==> src/rtl/virtio_available_ring_notify_scheduler.sv <==
// -----------------------------------------------------------------------------
// virtio_available_ring_notify_scheduler
//
// Turns per-virtqueue doorbell pulses into single-beat AXI4-Stream
// notifications for the available ring handler. Repeated doorbells to a queue
// collapse into one pending bit. Eligible queues are served round-robin. Each
// queue may have at most one notification in flight, and a global cap limits
// the total number in flight. The handler reports completions on done_*.
//
// Optional build macro:
//   VIRTIO_AVAILABLE_RING_NOTIFY_SCHEDULER_COALESCE_COUNT_EN
//     defined   : coalesced_count is a 16-bit saturating count of the cycles
//                 in which a live doorbell hit an already-pending queue
//     undefined : coalesced_count is tied to 0
//
// Ports:
//   aclk, areset     clock and synchronous active-high reset
//   doorbell         per-queue one-cycle doorbell pulses
//   queue_enable     per-queue live/configured level
//   notify_t*        AXI4-Stream notify channel (tdata = queue index)
//   done_valid/queue completion of one notification from the handler
//   pending          registered pending bitmap
//   in_flight        registered in-flight bitmap
//   outstanding      number of notifications issued and not yet completed
//   coalesced_count  see optional build macro above
// -----------------------------------------------------------------------------
module virtio_available_ring_notify_scheduler #(
  parameter int QUEUES          = 8,
  parameter int MAX_OUTSTANDING = 4
) (
  input  logic                               aclk,
  input  logic                               areset,
  input  logic [QUEUES-1:0]                  doorbell,
  input  logic [QUEUES-1:0]                  queue_enable,
  output logic                               notify_tvalid,
  input  logic                               notify_tready,
  output logic [7:0]                         notify_tdata,
  output logic                               notify_tlast,
  input  logic                               done_valid,
  input  logic [7:0]                         done_queue,
  output logic [QUEUES-1:0]                  pending,
  output logic [QUEUES-1:0]                  in_flight,
  output logic [$clog2(MAX_OUTSTANDING+1)-1:0] outstanding,
  output logic [15:0]                        coalesced_count
);

  localparam int OW = $clog2(MAX_OUTSTANDING + 1);

  typedef enum logic {IDLE, OFFER} state_t;

  state_t      state;
  logic [7:0]  rr_ptr;

  logic [QUEUES-1:0] eligible;
  logic [QUEUES-1:0] db_hit;
  logic [QUEUES-1:0] grant_onehot;
  logic [QUEUES-1:0] done_onehot;
  logic [QUEUES-1:0] pending_nxt;
  logic [QUEUES-1:0] in_flight_nxt;
  logic [OW-1:0]     outstanding_nxt;
  logic              handshake;
  logic              done_ok;
  logic              cap_ok;
  logic              cap_b2b_ok;
  logic              idle_found;
  logic              b2b_found;
  logic [7:0]        idle_pick;
  logic [7:0]        b2b_pick;
  logic [7:0]        next_ptr;
  logic [8:0]        ptr_sum;

  // Round-robin search: first set bit of req at or above start, wrapping at
  // QUEUES-1. Returns {found, index}.
  function automatic logic [8:0] rr_pick(input logic [QUEUES-1:0] req,
                                         input logic [7:0]        start);
    logic       found;
    logic [7:0] pick;
    int         idx;
    found = 1'b0;
    pick  = 8'd0;
    for (int i = 0; i < QUEUES; i++) begin
      idx = int'(start) + i;
      if (idx >= QUEUES) idx = idx - QUEUES;
      if (!found && req[idx]) begin
        found = 1'b1;
        pick  = 8'(idx);
      end
    end
    return {found, pick};
  endfunction

  assign notify_tlast = notify_tvalid;
  assign handshake    = notify_tvalid && notify_tready;
  assign db_hit       = doorbell & queue_enable;
  assign eligible     = pending & ~in_flight & queue_enable;
  assign cap_ok       = int'(outstanding) < MAX_OUTSTANDING;
  // Back-to-back reload must leave room for the beat that is completing now.
  assign cap_b2b_ok   = (int'(outstanding) + 1) < MAX_OUTSTANDING;

  // Pointer after a grant: granted + 1, wrapping to 0 at QUEUES.
  assign ptr_sum  = {1'b0, notify_tdata} + 9'd1;
  assign next_ptr = (ptr_sum >= 9'(QUEUES)) ? 8'd0 : ptr_sum[7:0];

  // Decoding by comparison keeps out-of-range done_queue values harmless:
  // they simply match no bit.
  always_comb begin
    grant_onehot = '0;
    done_onehot  = '0;
    for (int q = 0; q < QUEUES; q++) begin
      grant_onehot[q] = handshake && (notify_tdata == 8'(q));
      done_onehot[q]  = done_valid && (done_queue == 8'(q)) && in_flight[q];
    end
  end

  assign done_ok = |done_onehot;

  always_comb begin
    {idle_found, idle_pick} = rr_pick(eligible, rr_ptr);
    {b2b_found,  b2b_pick}  = rr_pick(eligible & ~grant_onehot, next_ptr);
  end

  // A new doorbell wins over a same-cycle grant; disabling a queue always
  // drops its pending bit.
  assign pending_nxt   = ((pending & ~grant_onehot) | db_hit) & queue_enable;
  // A queue being granted cannot also complete: grant needs in_flight = 0,
  // completion needs in_flight = 1.
  assign in_flight_nxt = (in_flight | grant_onehot) & ~done_onehot;

  always_comb begin
    outstanding_nxt = outstanding;
    case ({handshake, done_ok})
      2'b10:   outstanding_nxt = outstanding + OW'(1);
      2'b01:   outstanding_nxt = outstanding - OW'(1);
      default: outstanding_nxt = outstanding;
    endcase
  end

  always_ff @(posedge aclk) begin
    if (areset) begin
      state         <= IDLE;
      notify_tvalid <= 1'b0;
      notify_tdata  <= 8'd0;
      rr_ptr        <= 8'd0;
      pending       <= '0;
      in_flight     <= '0;
      outstanding   <= '0;
    end else begin
      pending     <= pending_nxt;
      in_flight   <= in_flight_nxt;
      outstanding <= outstanding_nxt;
      case (state)
        IDLE: begin
          if (idle_found && cap_ok) begin
            notify_tvalid <= 1'b1;
            notify_tdata  <= idle_pick;
            state         <= OFFER;
          end
        end
        OFFER: begin
          // The offer is held unchanged until accepted, even if the queue
          // is disabled meanwhile.
          if (handshake) begin
            rr_ptr <= next_ptr;
            if (b2b_found && cap_b2b_ok) begin
              notify_tdata <= b2b_pick;
            end else begin
              notify_tvalid <= 1'b0;
              state         <= IDLE;
            end
          end
        end
        default: begin
          notify_tvalid <= 1'b0;
          state         <= IDLE;
        end
      endcase
    end
  end

`ifdef VIRTIO_AVAILABLE_RING_NOTIFY_SCHEDULER_COALESCE_COUNT_EN
  logic coalesce_hit;

  assign coalesce_hit = |(db_hit & pending);

  always_ff @(posedge aclk) begin
    if (areset) begin
      coalesced_count <= 16'd0;
    end else if (coalesce_hit && (coalesced_count != 16'hFFFF)) begin
      coalesced_count <= coalesced_count + 16'd1;
    end
  end
`else
  assign coalesced_count = 16'd0;
`endif

endmodule

==> config.mk <==
export PLATFORM = sky130hd
export DESIGN_NAME = virtio_available_ring_notify_scheduler
export DESIGN_NICKNAME = d
export VERILOG_FILES = /design/src/rtl/virtio_available_ring_notify_scheduler.sv
export SDC_FILE = /design/constraint.sdc
export NUM_CORES = 1
export LEC_CHECK = 0
export CAP_MARGIN = 20
export CORE_MARGIN = 3
export CORE_UTILIZATION = 35
export DETAILED_ROUTE_END_ITERATION = 16
export HOLD_SLACK_MARGIN = 0.06
export SYNTH_ARGS = -nofsm -noshare
export SYNTH_HDL_FRONTEND = slang
export SYNTH_SLANG_ARGS = --single-unit
==> constraint.sdc <==
create_clock -name aclk -period 6.1 [get_ports aclk]
set_input_delay 1.22 -clock aclk [delete_from_list [all_inputs] [get_ports aclk]]
set_output_delay 1.22 -clock aclk [all_outputs]
set_load 0.005 [all_outputs]
==> impl_metrics.toml <==
[status]
status = "finished, final reports clean"

[yosys]
syn-mean-instance-area_sq_um = 7.763
yosysTopAreaCell = "dfxtp_1"
ys.flop_type = "dfxtp_1"
yosysWarningCount = 0
synth.most_common_cell = "nand2_1"
synth.distinct_cells = 97
synth_top_cell_area_share = 0.1102
synth_cells = 866
ys_ff_latch = 37
ys_top_cells_by_count = "nand2_1 (69), nor2_1 (56), a21oi_1 (52)"
async_flop_share = 0
netlist_area_sq_mm = 0.006723
synth_area_leaders = "dfxtp_1 (11%), ha_1 (9.1%), mux4_2 (6.0%), xnor2_1 (5.7%), mux2i_1 (4.6%)"
synth_edf_count = 0
seq_area_frac_synth = 0.1102

[flow_run]
cap_violations = 0

[place]
hpwl_um = 16850
post-place-cells = 1125
gp_congestion = 0.9433
portBuffers = 56

[min_path]
hold_path_end = "in_flight[6]"
holdPathStages = 2
min-delay-start = "in_flight[6]"
hold_path_class = "reg -> reg"

[routing]
wl_per_cell_um = 19.34
drtAntennaViolNets = 0
first_iter_violations = 586
num_vias = 6973
wl_um = 21920
dr.pass1.iters = 5
routed_via_density = 6.154
drc = 0

[pwr]
p_switching_mw = 1.243
clock_power_share = 0.133
p_seq_frac = 0.138
p_sw_frac = 0.5287
leakage_nw = 2.786
power.density_mw_per_mm2 = 312.0
combPwrFrac = 0.729
peakVddDrop_v = 0.0001986
internal_power_mw = 1.108

[floorplan]
die_area_sq_mm = 0.02091
core_area_sq_mm = 0.01877
ioPinCount = 73
die_w_um = 144.6
rows = 50
fp.dieH_um = 144.6
initial_core_util = 0.3582

[worst_setup_path]
crit_type = "reg -> reg"
crit_family = "simple AND/OR/NAND/NOR gates"
startpoint = "notify_tdata[7]"
critPathRequiredTime_ns = 6.29
reg2reg_depth = 12
cpMaxStageDelayCell = "or4_1"
path_common_cell = "nor2_1"
cp.depth = 12
arrival_ns = 5.26
setup.worst_path.start_class = "flop"
cpPeakStageDelay_ns = 0.88
r2r-end = "notify_tdata[5]"
regToRegSetupSlack_ns = 1.02
rr_startpoint = "notify_tdata[7]"
endpoint_kind = "flop"
path_max_fanout = 16
crit_chain = "or4_1 -> nor4b_4 -> nor2_1 -> inv_2 -> ha_1 -> xnor2_1 -> mux4_2 -> nor3b_2 -> and4b_1 -> o31ai_2 -> nor2_1 -> a2111oi_2"
critPathBufInv = 1

[global_route]
grt_pass1_wl_um = 34620
grt_use_total = 0.2055
grt_start_max_net_pins = 36
grt_overflow = 0
grt_util_met1 = 0.3027
grt_pass1_vias = 6344
antenna_found_initial = 0
busiest_layer = "met2"
grt_util_met2 = 0.3197
gr-usage-met3 = 0.03075

[timing]
clock.fmax_mhz = 197.0
worstMarginPinSlew_ns = 0.9633
min_period_ns = 5.075
post-route-period-util = 0.8320
slew-limit-headroom = 0.3539
skew_ns = 0.009302
hold_viol = 0
tns_ns = 0
slew_violations = 0
rsz0062_at_grt = "false"
finalSetupViolations = 0

[clocking]
clock_latency_ns = 0.29
clock-sinks = 37
cts.path.max_buffers = 2
numCtsBuffers = 5
cts_tree = "built"
htree_levels = 2
postCtsSetupBuffers = 0
clk_pin_slew_worst_paths_ns = 0.07
clock_tree.root_cell = "clkbuf_16"
ctsResizeCount = 0
ctsHoldBuffers = 0

[cells_and_area]
layout-drive-gt1-share = 0.08565
antennaDiodeCount = 0
finalNetCount = 976
fin_cells = 1133
syn2layout_area_growth_pct = 12.12
==> state kept, by name, summed over array words and instances, names as in the netlist <==
register,cells
rr_ptr,8
in_flight,8
pending,8
state,1
outstanding,3
notify_tlast,1
notify_tdata,8
==> worst max-delay path by stage <==
stage	endpoint
2_1_floorplan	notify_tdata[5]
3_3_place_gp	notify_tdata[5]
3_5_place_dp	notify_tdata[7]
4_1_cts	notify_tdata[7]
5_1_grt	notify_tdata[4]
6_report	notify_tdata[5]
==> layer usage <==
metal | vias to the layer above | part of all wire
li1 | 3301 | -
met1 | 3315 | 0.47
met2 | 322 | 0.44
met3 | 35 | 0.076
met4 | 0 | 0.018
met5 | - | 0
==> power groups by stage <==
stage	Combinational, mW	Sequential (mW)	Clock [mW]
finish	1.71	0.325	0.313
global route	1.87	0.330	0.323
CTS	1.65	0.325	0.314
detailed placement	1.64	0.330	0
global placement	1.65	0.328	0
floorplan	1.36	0.299	0
==> cells in the final DEF (no fill, tap or decap), types with 22 or more instances in the layout <==
cell / n
clkdlybuf4s50_1: 56
conb_1: 22
nand3_1: 32
a21oi_1: 52
inv_1: 34
dfxtp_1: 37
ha_1: 49
nor2_1: 56
xnor2_1: 44
o21ai_0: 30
mux2i_1: 31
nand2_1: 69
==> cell type report <==
type	count	area (sq um)
clock buffers	5	125.1
flip-flops and latches	37	740.7
inverters	45	178.9
multi-input cells	741	5503
fillers	1957	11230
well taps	234	292.8
clock inverters	3	46.29
repair buffers	68	650.6
==> cells by family after synthesis <==
kind of cell,synth area share
other cells,0.001117
simple gates,0.2531
fa+ha+maj,0.09417
flops,0.1102
mux,0.1215
compound gates,0.2645
buf+inv,0.08245
xor+xnor,0.07296
==> tightest hold or removal path, cell delays in order, from the launching register on <==
cell and delay (ns):
dfxtp_1 0.36, inv_1 0.07, a211oi_1 0.05
==> per-stage QoR <==
| step | hold slack (ns) | util | worst slack (ns) | power [mW] | instance area (sq um) |
|---|---|---|---|---|---|
| 4_1_cts | 0.5356 | 0.4016 | 1.064 | 2.291 | 7537 |
| 6_report | 0.5260 | 0.4016 | 1.025 | 2.351 | 7537 |
| 3_3_place_gp | 0.5115 | 0.3925 | 1.104 | 1.975 | 7366 |
| 2_1_floorplan | 0.4797 | - | 1.786 | 1.657 | 6798 |
| 3_5_place_dp | 0.5271 | 0.3925 | 1.047 | 1.974 | 7366 |
| 5_1_grt | 0.5676 | 0.4016 | 0.6861 | 2.522 | 7537 |
(Power assumes the default switching activity.)
